==> config.mk <==
export PLATFORM = sky130hd
export DESIGN_NAME = uart_tx_arbiter
export DESIGN_NICKNAME = d
export VERILOG_FILES = /design/src/rtl/uart_tx_arbiter.sv
export SDC_FILE = /design/constraint.sdc
export NUM_CORES = 1
export LEC_CHECK = 0
export CAP_MARGIN = 20
export CORE_UTILIZATION = 38
export CTS_CLUSTER_DIAMETER = 80
export CTS_CLUSTER_SIZE = 10
export DETAILED_ROUTE_END_ITERATION = 6
export HOLD_SLACK_MARGIN = 0.05
export PLACE_DENSITY = 0.85
export SLEW_MARGIN = 20
export SYNTH_ARGS = -nofsm -noshare
export SYNTH_HDL_FRONTEND = slang
export SYNTH_SLANG_ARGS = --single-unit
export TNS_END_PERCENT = 1
==> constraint.sdc <==
create_clock -name clk -period 3.6 [get_ports clk]
set_input_delay 0.72 -clock clk [delete_from_list [all_inputs] [get_ports clk]]
set_output_delay 0.72 -clock clk [all_outputs]
set_load 0.02 [all_outputs]
==> src/rtl/uart_tx_arbiter.sv <==
// Round-robin arbiter sharing one UART TX byte channel among NUM_REQ requesters, with message locking.
// Optional per-requester byte counters are built when UART_ARB_STATS_EN is defined.
module uart_tx_arbiter #(
    parameter int unsigned NUM_REQ    = 2,
    parameter int unsigned DATA_WIDTH = 8,
    parameter int unsigned MAX_BURST  = 16
) (
    input  logic                          clk,
    input  logic                          rst_n,
    input  logic [NUM_REQ*DATA_WIDTH-1:0] req_data,
    input  logic [NUM_REQ-1:0]            req_valid,
    input  logic [NUM_REQ-1:0]            req_last,
    output logic [NUM_REQ-1:0]            req_ready,
    output logic [DATA_WIDTH-1:0]         uart_data_in,
    output logic                          uart_data_in_valid,
    input  logic                          uart_data_in_ready,
    output logic [NUM_REQ-1:0]            grant,
    output logic                          busy,
    output logic [NUM_REQ*16-1:0]         stat_count
);
    localparam int unsigned IDX_W = $clog2(NUM_REQ);

    typedef enum logic {IDLE, OWN} state_e;

    state_e           state_q, state_d;
    logic [IDX_W-1:0] owner_q, owner_d;
    logic [IDX_W-1:0] last_ptr_q, last_ptr_d;
    logic [7:0]       burst_q, burst_d;

    logic             any_valid;
    logic [IDX_W-1:0] pick;
    logic [IDX_W-1:0] cand;
    logic             xfer;
    logic             release_now;
    logic [7:0]       burst_inc;

    always_ff @(posedge clk or negedge rst_n) begin
        if (!rst_n) begin
            state_q    <= IDLE;
            owner_q    <= '0;
            last_ptr_q <= IDX_W'(NUM_REQ - 1);
            burst_q    <= '0;
        end else begin
            state_q    <= state_d;
            owner_q    <= owner_d;
            last_ptr_q <= last_ptr_d;
            burst_q    <= burst_d;
        end
    end

    // First valid requester scanning upward from last_ptr+1, wrapping.
    always_comb begin
        any_valid = 1'b0;
        pick      = '0;
        cand      = '0;
        for (int unsigned k = 1; k <= NUM_REQ; k++) begin
            cand = IDX_W'((32'(last_ptr_q) + k) % NUM_REQ);
            if (!any_valid && req_valid[cand]) begin
                any_valid = 1'b1;
                pick      = cand;
            end
        end
    end

    always_comb begin
        xfer        = (state_q == OWN) && req_valid[owner_q] && uart_data_in_ready;
        burst_inc   = burst_q + 8'd1;
        release_now = xfer && (req_last[owner_q] || (burst_inc == 8'(MAX_BURST)));
    end

    always_comb begin
        state_d    = state_q;
        owner_d    = owner_q;
        last_ptr_d = last_ptr_q;
        burst_d    = burst_q;
        case (state_q)
            IDLE: begin
                if (any_valid) begin
                    state_d = OWN;
                    owner_d = pick;
                    burst_d = '0;
                end
            end
            OWN: begin
                if (xfer) begin
                    burst_d = burst_inc;
                    if (release_now) begin
                        state_d    = IDLE;
                        last_ptr_d = owner_q;
                    end
                end
            end
            default: state_d = IDLE;
        endcase
    end

    always_comb begin
        grant              = '0;
        req_ready          = '0;
        uart_data_in       = '0;
        uart_data_in_valid = 1'b0;
        busy               = 1'b0;
        if (state_q == OWN) begin
            grant[owner_q]     = 1'b1;
            busy               = 1'b1;
            req_ready[owner_q] = uart_data_in_ready;
            uart_data_in       = req_data[owner_q*DATA_WIDTH +: DATA_WIDTH];
            uart_data_in_valid = req_valid[owner_q];
        end
    end

`ifdef UART_ARB_STATS_EN
    logic [15:0] stat_q [NUM_REQ];
    logic [15:0] stat_d [NUM_REQ];

    always_comb begin
        for (int unsigned i = 0; i < NUM_REQ; i++) begin
            stat_d[i] = stat_q[i];
            if (xfer && (owner_q == IDX_W'(i)) && (stat_q[i] != '1)) begin
                stat_d[i] = stat_q[i] + 16'd1;
            end
        end
    end

    always_ff @(posedge clk or negedge rst_n) begin
        if (!rst_n) begin
            for (int unsigned i = 0; i < NUM_REQ; i++) begin
                stat_q[i] <= '0;
            end
        end else begin
            for (int unsigned i = 0; i < NUM_REQ; i++) begin
                stat_q[i] <= stat_d[i];
            end
        end
    end

    always_comb begin
        stat_count = '0;
        for (int unsigned i = 0; i < NUM_REQ; i++) begin
            stat_count[i*16 +: 16] = stat_q[i];
        end
    end
`else
    assign stat_count = '0;
`endif

endmodule

* Word-level counts from Yosys, hierarchy flattened
Index checks and enable logic that the tools add are counted. W data, S select, Z words.
Operators by class: bitwise logic cells 2, shift operators 1, add/subtract/negate cells 3, eq/ne operators 3, order comparisons 4, div/mod/pow operators 0, reductions and logical operators 10, $mul 0, mux-type cells 26
Operator list (number):
- $mux W8 | 3
- $mux W1 | 18
- $pmux W8 S2 | 1
- $shiftx A16 B5 Y8 | 1
- $add A8 B1 Y8 const B | 1
- $eq A8 B5 Y1 const B | 1
- $lt A1 B2 Y1 const B | 3
- $logic_and A1 B1 Y1 | 5
- $mux W2 | 2
- $reduce_and A2 Y1 | 2
- $reduce_and A3 Y1 | 1
- $add A1 B1 Y1 const B | 2
- $and A2 B2 Y2 | 1
- $ne A2 B1 Y1 const B | 1
- $ne A2 B2 Y1 const B | 1
- $pmux W1 S2 | 1
- $demux W1 S1 | 1
- $ge A1 B1 Y1 const B | 1
- $logic_not A1 Y1 | 1
- $logic_or A1 B1 Y1 | 1
- $not A1 Y1 | 1
Word-level totals: flip-flop bits (word level) 11, word-level logic and storage cells 53, memories kept 0, bits of input ports 23, output and inout bits 46, RAM bits 0, bits in read-only memories 0, bits in latches 0

* Logic depth before layout (Yosys ltp)
Gate-level depths: netlist (run 1).
depth after elaboration 9, gate-level depth with buffers 7, depth with buffers taken out 6

* Least setup slack after synthesis (run 1)
Ideal clock, no wire load.
path type register -> output, start register owner_q, end output port uart_data_in[3], path slack 1689 ps, required time 2880 ps, arrival 1191 ps, path buffers 2, stages on the path, launching flop included 5, path through dfrtp_1 > buf_6 > clkbuf_1 > mux2i_1 > nor2_1
On the way: word-level cells in the longest chain between the ends 2
Ends and longest elaborated chain:
- start: declaration | RTL line 26 | logic [IDX_W-1:0] owner_q, owner_d;
- start signal: assignment | RTL line 45 | owner_q <= owner_d;
- $shiftx A16 B5 Y8 | RTL line 107 | uart_data_in = req_data[owner_q*DATA_WIDTH +: DATA_WIDTH];
- $mux W8 | RTL line 103 | if (state_q == OWN) begin
- end: declaration | RTL line 14 | output logic [DATA_WIDTH-1:0] uart_data_in,
Every way passes these cells.

* Final worst setup path (run 1)
start input port req_valid[0], end output port uart_data_in_valid
On the way: word-level cells in the longest chain between the ends 3
Ends and longest elaborated chain:
- start: declaration | RTL line 11 | input logic [NUM_REQ-1:0] req_valid,
- $mux W1 (not written as such) (2 in series) | RTL line 108 | uart_data_in_valid = req_valid[owner_q];
- $mux W1 | RTL line 103
- end: declaration | RTL line 15 | output logic uart_data_in_valid,
Every way passes these cells. The select of a mux whose other input is x is not followed.

==> results of run 1 <==
cells by family after synthesis:
logic type,Yosys count,synth area share (%)
simple gates,42,19.46
buf+inv,37,26.97
compound gates,21,14.04
flops,11,27.22
mux,10,9.853
fa+ha+maj,1,1.231
other cells,1,0.3691
xor+xnor,1,0.8622
worst max-delay path by stage:
stage / endpoint / slack, ps
after floorplan: uart_data_in[3] / 1690
after global placement: uart_data_in_valid / 780
after detailed placement: uart_data_in_valid / 720
after CTS: uart_data_in_valid / 720
after global routing: uart_data_in_valid / 650
final: uart_data_in_valid / 720
registers in the layout (all words and copies together) (netlist names):
signal      count
owner_q         1
state_q         1
burst_q         8
last_ptr_q      1
layout by cell type (no fill, tap or decap), drive strengths merged:
cell and n:
clkdlybuf4s50 36, nor2 17, and3 3, mux2i 10
nand4 1, a31oi 1, or2 2, a21oi 3
o31ai 1, dfstp 1, xor2 1, ha 1
a32o 1, and2 2, or4 1, conb 32
a22o 1, nand2 10, nand3b 1, nand3 4
dfrtp 10, o22ai 1, o21ai 10, nand4b 1
a211oi 1, clkbuf 4, o21ba 1, a41oi 1
inv 1
power by group through the flow:
stage,sequential (mW),combinational (mW),clock [mW]
global route,0.226,0.446,0.0962
CTS,0.219,0.419,0.0879
finish,0.219,0.415,0.0880
global placement,0.217,0.405,0
floorplan,0.183,0.320,0
detailed placement,0.222,0.418,0
worst max-delay path, stage by stage:
cell and delay [ps]:
clkdlybuf4s50_1 540, mux2i_1 140, nor2_1 140, clkdlybuf4s50_1 620
metal layers:
metal  up-vias  GRT usage, %
li1        433             -
met1       416         16.81
met3         8         2.542
met2        43         27.78
met5         -             0
met4         0         10.53
layout make-up:
type                    instances  share of cell area (%)
flip-flops and latches         11                   21.50
inverters                       1                  0.2918
repair buffers                 36                   28.02
clock buffers                   4                   2.043
well taps                      30                   2.918
multi-input cells             107                   45.23
through the flow:
stage                     worst slack [ps]  hold slack (ps)
after global placement               776.4            458.6
after floorplan                       1689            424.4
after detailed placement             716.7            493.0
after global routing                 653.4            530.6
after CTS                            716.7            503.0
final                                716.7            494.2
==> impl_metrics.tcl, run 1 <==
set metrics [dict create \
    yosys-top-cells-count "32 x buf_4, 16 x nor2_1, 10 x dfrtp_1, 10 x mux2i_1, 10 x nand2_1" \
    grt_usage_pct 15.66 \
    rr_endpoint "burst_q[7]" \
    fin_util_pct 51.45 \
    clockBufferDepth 2 \
    dr_wl_met3_um 146 \
    cts_hold_buffers 0 \
    vias 900 \
    drv_slew 0 \
    finalNonFillerCells 189 \
    synth-async-reset-ratio_pct 100.0 \
    min_period_ps 2883 \
    drt_pass1_iterations 4 \
    seq_area_um2 276.5 \
    filler_cell_count 247 \
    critPathCaptureType "primary output" \
    synth_edf_count 0 \
    synth.most_common_cell "buf_4" \
    seq_area_frac_synth_pct 27.22 \
    maxCapViolCount 0 \
    netlist_instances 124 \
    switching_share_pct 45.12 \
    drc 0 \
    drt_first_iter_violations 19 \
    met2_wirelength_mm 1.191 \
    max-vdd-ir-drop_v 0.0002918 \
    drt-wirelength-per-cell_um 11.78 \
    areaGrowthSynthToFinish_pct 26.60 \
    dp_hpwl_mm 1.757 \
    clock.fmax_ghz 0.3468 \
    leakagePower_nw 0.5873 \
    grt_pass1_vias 769 \
    nets 184 \
    start_kind "primary input" \
    clk_pin_slew_ps 70 \
    yosysWarnings 0 \
    drive_gt1_share_pct 5.031 \
    power_density_nw_per_um2 561.7 \
    hold_path.class "flop to flop" \
    placed_cells 185 \
    synth_ff_type "dfrtp_1" \
    cts_resized 0 \
    cts_sinks 11 \
    synth_area_leaders "dfrtp_1 25%, buf_4 24%, mux2i_1 9.9%" \
    ys_ff_latch 11 \
    holdPathStages 1 \
    post_cts_buffers 0 \
    core_um2 2500 \
    min_delay_worst_endpoint "burst_q[7]" \
    synth.distinct_cells 33 \
    p_int_mw 0.3964 \
    numPortBuffers 36 \
    root_buffer "clkbuf_4" \
    topRoutingLayerUsed "met4" \
    dieHeight_um 53.71 \
    routed_wl_mm 2.226 \
    slew_headroom_pct 52.62 \
    tightest_slew_ps 710.7 \
    die_w_um 53.71 \
    synth.avg_cell_area_um2 8.193 \
    reg2reg_depth 5 \
    worstSkewPairLatency_ps 280 \
    power_mw 0.7224 \
    final_area_um2 1286 \
    ioPinCount 69 \
    ant_nets 0 \
    cts_tree "done" \
    syn-cell-area_um2 1016 \
    post-route-period-util_pct 80.09 \
    setup_violations 0 \
    dpl_cell_area_um2 1260 \
    start_util_pct 40.64 \
    required_ps 2880 \
    reg2reg_from "owner_q" \
    dieArea_um2 2884 \
    critPathMaxFanout 5 \
    clock_skew_ps 8.828 \
    power_frac_clock_pct 12.2 \
    grt_max_degree 18 \
    synth_top_area_cell "dfrtp_1" \
    cp.arrival_ps 2160 \
    outcome "finished, final reports clean" \
    timing_hold_violations_final 0 \
    critical_path_class "primary input to primary output" \
    row_count 18 \
    synth_top_area_share_pct 24.63 \
    crit_path_start "req_valid[0]" \
    hp-start "burst_q[7]" \
    pwr-share-seq_pct 30.3 \
    antenna_cells 0 \
    antenna_found_initial 0 \
    p_switching_mw 0.3260 \
    htreeDepth 1 \
    rrSetupSlack_ps 1400 \
    gp_congestion 0.8405 \
    setup_tns_ps 0 \
    multiInputGateArea_um2 581.8 \
    combPwrFrac_pct 57.5 \
    vias_per_cell 4.762 \
    rsz0062_at_grt "no" \
    cts_buffers 3 \
    grt_pass1_wl_mm 3.243 \
    wl_met1_um 831 \
    grt_overflow 0 \
]
No activity file was read; power rests on OpenSTA's default activity.
==> run 2: changes to the inputs <==
--- a/config.mk
+++ b/config.mk
@@ -6,12 +6,12 @@
 export NUM_CORES = 1
 export LEC_CHECK = 0
 export CAP_MARGIN = 20
-export CORE_UTILIZATION = 38
+export CORE_UTILIZATION = 32
 export CTS_CLUSTER_DIAMETER = 80
 export CTS_CLUSTER_SIZE = 10
 export DETAILED_ROUTE_END_ITERATION = 6
 export HOLD_SLACK_MARGIN = 0.05
-export PLACE_DENSITY = 0.85
+export PLACE_DENSITY = 0.77
 export SLEW_MARGIN = 20
 export SYNTH_ARGS = -nofsm -noshare
 export SYNTH_HDL_FRONTEND = slang
==> constraint.sdc (replaced) <==
create_clock -name clk -period 2.6 [get_ports clk]
set_input_delay 0.52 -clock clk [delete_from_list [all_inputs] [get_ports clk]]
set_output_delay 0.52 -clock clk [all_outputs]
set_load 0.02 [all_outputs]
==> run 2 against run 1 <==
Compared with the run above:
- first-iteration DRC count decreased by 11%
- cell count up 9.5%
- clock power rose by 40%
- combinational power is 52% higher
- non-clock buffer count grew 4
- setup slack got worse by 540 ps
- wire length fell by 9.5%
- clock-buffer cell count did not move
- final area rose by 3.7%
- critical path depth is the same
- worst hold slack got worse by 7.5 ps
- clock skew is 3.6 ps lower
- critical path type unchanged
==> impl_metrics.tcl, run 2 (synthesis gave the netlist of run 1 again) <==
set metrics [dict create \
    tightest_slew_ps 513.1 \
    final_common_cell "clkdlybuf4s50_1" \
    rsz0062_at_grt "no" \
    cts_tree "done" \
    drt_first_iter_violations 17 \
    grt_pass1_wl_mm 2.980 \
    slew_headroom_pct 65.69 \
    setup_tns_ps 0 \
    slowest_stage "clkdlybuf4s50_1" \
    cts_sinks 11 \
    ioPinCount 69 \
    required_ps 2080 \
    clock.fmax_ghz 0.4124 \
    outcome "finished, final reports clean" \
    antenna_cells 0 \
    clk_pin_slew_ps 80 \
    slowest_delay_ps 610 \
    drive_gt1_share_pct 7.362 \
    cp_common_cell "clkdlybuf4s50_1" \
    post-route-period-util_pct 93.26 \
    cts_hold_buffers 0 \
    largest_reg_flops 8 \
    dieArea_um2 3404 \
    vias_per_cell 4.242 \
    drv_slew 0 \
    dieHeight_um 58.35 \
    start_util_pct 33.55 \
    antenna_found_initial 0 \
    drt-wirelength-per-cell_um 9.734 \
    critPathMaxFanout 5 \
    hold_path.class "flop to flop" \
    drt_pass1_iterations 4 \
    grt_usage_pct 11.41 \
    min_period_ps 2425 \
    top_register "burst_q" \
    start_kind "primary input" \
    htreeDepth 1 \
    power_density_nw_per_um2 770.1 \
    dp_hpwl_mm 1.604 \
    timing_hold_violations_final 0 \
    cp.arrival_ps 1900 \
    grt_pass1_vias 715 \
    routed_wl_mm 2.015 \
    root_buffer "clkbuf_4" \
    ant_nets 0 \
    post_cts_buffers 0 \
    gp_congestion 0.7987 \
    vias 878 \
    grt_overflow 0 \
    cts_resized 0 \
    leakagePower_nw 0.6068 \
    final_cell_mix "36 x clkdlybuf4s50_1, 32 x conb_1, 16 x nor2_1" \
    worstPathCellList "clkdlybuf4s50_1 -> mux2i_1 -> nor2_1 -> clkdlybuf4s50_1" \
    nets 188 \
    clockBufferDepth 2 \
    max-vdd-ir-drop_v 0.0002251 \
    clock_skew_ps 5.252 \
    die_w_um 58.35 \
    worstSkewPairLatency_ps 270 \
    row_count 20 \
    critical_path_class "primary input to primary output" \
    maxCapViolCount 0 \
    fin_util_pct 44.05 \
    drc 0 \
    numPortBuffers 36 \
    grt_max_degree 14 \
    power_mw 1.027 \
    core_um2 3028 \
    setup_violations 0 \
    critPathCaptureType "primary output" \
    cts_buffers 3 \
    areaGrowthSynthToFinish_pct 31.28 \
]
-- run 2: cell types whose count changed in the layout (fill, tap and decap cells not counted), sizes merged --
cell	change
buf	+4
-- run 2: power by group --
part	switching (mW)	internal, mW	leakage (nW)
registers	0.0591	0.215	0.141
logic	0.328	0.302	0.451
clock network	0.0637	0.0595	0.0150
-- run 2: layer usage --
layer / routed length, um / global-route usage, % / share of wire, %
met4: 46 / 7.823 / 2.3
met5: 0 / 0 / 0
met1: 836 / 12.95 / 41
met2: 1019 / 19.54 / 51
met3: 112 / 1.978 / 5.6
-- run 2: area by class of cell --
cell class | instances | area [um^2]
fillers | 311 | 1694
well taps | 44 | 55.05
flip-flops and latches | 11 | 276.5
inverters | 1 | 3.754
multi-input cells | 107 | 581.8
repair buffers | 40 | 390.4
clock buffers | 4 | 26.28
-- run 2: final timing paths --
| path | from | end | slack [ps] | depth (start not counted) |
|---|---|---|---|---|
| min reg2reg | burst_q[7] | burst_q[7] | 490 | 1 |
| max in group asynchronous | rst_n | last_ptr_q | 1650 | 1 |
| max | req_valid[0] | uart_data_in_valid | 180 | 4 |
| max reg2reg | burst_q[0] | last_ptr_q | 840 | 6 |
| min | burst_q[7] | burst_q[7] | 490 | 1 |
| min in group asynchronous | rst_n | burst_q[3] | 580 | 1 |
-- run 2: critical path: cells and delay by family --
family,cells,cell delay [ps]
multiplexers,1,140
buffers and inverters,2,1140
AND/OR/NAND/NOR,1,110
-- run 2: through the flow --
step	instances	hold slack [ps]	setup slack, ps	cell area [um^2]
floorplan	155	224.4	889.1	1132
CTS	207	483.5	172.4	1334
detailed placement	203	472.1	172.4	1308
global placement	203	473.0	194.1	1308
finish	207	486.7	175.4	1334
global route	207	525.0	131.0	1334
==> run 3: changes to the inputs <==
--- a/config.mk
+++ b/config.mk
@@ -6,12 +6,13 @@
 export NUM_CORES = 1
 export LEC_CHECK = 0
 export CAP_MARGIN = 20
+export CORE_MARGIN = 2
 export CORE_UTILIZATION = 32
 export CTS_CLUSTER_DIAMETER = 80
 export CTS_CLUSTER_SIZE = 10
 export DETAILED_ROUTE_END_ITERATION = 6
 export HOLD_SLACK_MARGIN = 0.05
-export PLACE_DENSITY = 0.77
+export PLACE_DENSITY = 0.85
 export SLEW_MARGIN = 20
 export SYNTH_ARGS = -nofsm -noshare
 export SYNTH_HDL_FRONTEND = slang
==> run 3 against run 2 <==
Compared with the run above:
- clock skew decreased by 1.8 ps
- die area up 7.0%
- fmax shrank 0.30%
- sequential power is 8.4% higher
- first-iteration DRC count is 82% higher
- non-clock buffer count shrank 1
- combinational power fell by 4.4%
- sequential cell count unchanged
- final area down 0.47%
- clock power fell by 3%
- wire length is 7.1% higher
- highest routed layer unchanged
==> impl_metrics.tcl, run 3 (synthesis gave the netlist of run 1 again) <==
set metrics [dict create \
    grt_overflow 0 \
    grt_max_degree 15 \
    hold_path.class "flop to flop" \
    slew_headroom_pct 65.62 \
    power_density_nw_per_um2 766.1 \
    timing_hold_violations_final 0 \
    cp.arrival_ps 1910 \
    fin_util_pct 43.84 \
    cts_buffers 3 \
    dieArea_um2 3642 \
    ioPinCount 69 \
    setup_violations 0 \
    tightest_slew_ps 514.2 \
    numPortBuffers 36 \
    maxCapViolCount 0 \
    drc 0 \
    antenna_cells 0 \
    final_area_um2 1328 \
    vias_per_cell 4.325 \
    cts_tree "done" \
    holdPathStages 1 \
    critical_path_class "primary input to primary output" \
    critPathCaptureType "primary output" \
    max-vdd-ir-drop_v 0.0001360 \
    min_delay_worst_endpoint "burst_q[7]" \
    drt_first_iter_violations 31 \
    drt_pass1_iterations 4 \
    core_um2 3028 \
    clock_skew_ps 3.444 \
    clockBufferDepth 2 \
    required_ps 2080 \
    vias 891 \
    min_period_ps 2432 \
    start_util_pct 33.55 \
    routed_wl_mm 2.159 \
    reg2reg_from "owner_q" \
    htreeDepth 1 \
    dieHeight_um 60.35 \
    drt-wirelength-per-cell_um 10.48 \
    root_buffer "clkbuf_4" \
    row_count 20 \
    worstSkewPairLatency_ps 280 \
    leakagePower_nw 0.6008 \
    die_w_um 60.35 \
    cts_sinks 11 \
    outcome "finished, final reports clean" \
    post-route-period-util_pct 93.54 \
    post_cts_buffers 0 \
    gp_congestion 0.8099 \
    start_kind "primary input" \
    antenna_found_initial 0 \
    clock.fmax_ghz 0.4112 \
    areaGrowthSynthToFinish_pct 30.66 \
    rrSetupSlack_ps 840 \
    final_common_cell "clkdlybuf4s50_1" \
    final_cell_mix "36 x clkdlybuf4s50_1, 32 x conb_1, 16 x nor2_1" \
    grt_pass1_wl_mm 3.249 \
    ant_nets 0 \
    top_register "burst_q" \
    critPathMaxFanout 5 \
    hp-start "burst_q[7]" \
    clk_pin_slew_ps 70 \
    cts_hold_buffers 0 \
    reg2reg_depth 5 \
    grt_usage_pct 12.16 \
    power_mw 1.017 \
    grt_pass1_vias 720 \
    cts_resized 0 \
    setup_tns_ps 0 \
    nets 187 \
    rsz0062_at_grt "no" \
    drv_slew 0 \
    largest_reg_flops 8 \
    drive_gt1_share_pct 7.407 \
    rr_endpoint "last_ptr_q" \
    dpl_cell_area_um2 1300 \
    dp_hpwl_mm 1.679 \
]
-- run 3: cell count changes in the layout (fill, tap and decap cells not counted), sizes merged --
cell,delta
buf,-1
-- run 3: report_power, final --
group / switching, mW / internal (mW) / leakage [nW]
clock: 0.0589 / 0.0597 / 0.0150
sequential: 0.0799 / 0.217 / 0.140
combinational: 0.310 / 0.292 / 0.446
total: 0.448 / 0.569 / 0.601
-- run 3: final cells by class --
cell class              count  area, um^2
multi-input cells         107       581.8
well taps                  44       55.05
clock buffers               4       26.28
inverters                   1       3.754
fillers                   315        1700
flip-flops and latches     11       277.8
repair buffers             39       382.9
-- run 3: worst max-delay path by stage --
stage / endpoint / cells past startpoint / start / slack, ps
after floorplan: uart_data_in[3] / 4 / owner_q / 890
after global placement: uart_data_in_valid / 4 / req_valid[0] / 180
after detailed placement: uart_data_in_valid / 4 / req_valid[0] / 170
after CTS: uart_data_in[2] / 4 / owner_q / 40
after global routing: uart_data_in_valid / 4 / req_valid[0] / 90
final: uart_data_in_valid / 4 / req_valid[0] / 170
-- run 3: metal layers --
| layer | vias to the layer above | share of wire [%] | track usage, % | wire length (um) |
|---|---|---|---|---|
| met5 | - | 0 | 0 | 0 |
| met4 | 0 | 2.3 | 6.667 | 49 |
| met3 | 5 | 10 | 4.264 | 220 |
| met2 | 41 | 49 | 18.17 | 1066 |
| met1 | 411 | 38 | 15.33 | 822 |
| li1 | 434 | - | - | - |
-- run 3: worst max-delay path, stage by stage --
cell,delay (ps)
clkdlybuf4s50_1,530
mux2i_1,140
nor2_1,110
clkdlybuf4s50_1,610
-- run 3: stage by stage --
stage / hold WS, ps / cells / setup slack (ps)
finish: 480.7 / 206 / 168.1
global route: 502.2 / 206 / 91.99
CTS: 480.8 / 206 / 39.50
detailed placement: 470.0 / 202 / 165.7
global placement: 466.1 / 202 / 180.3
floorplan: 224.4 / 155 / 889.1
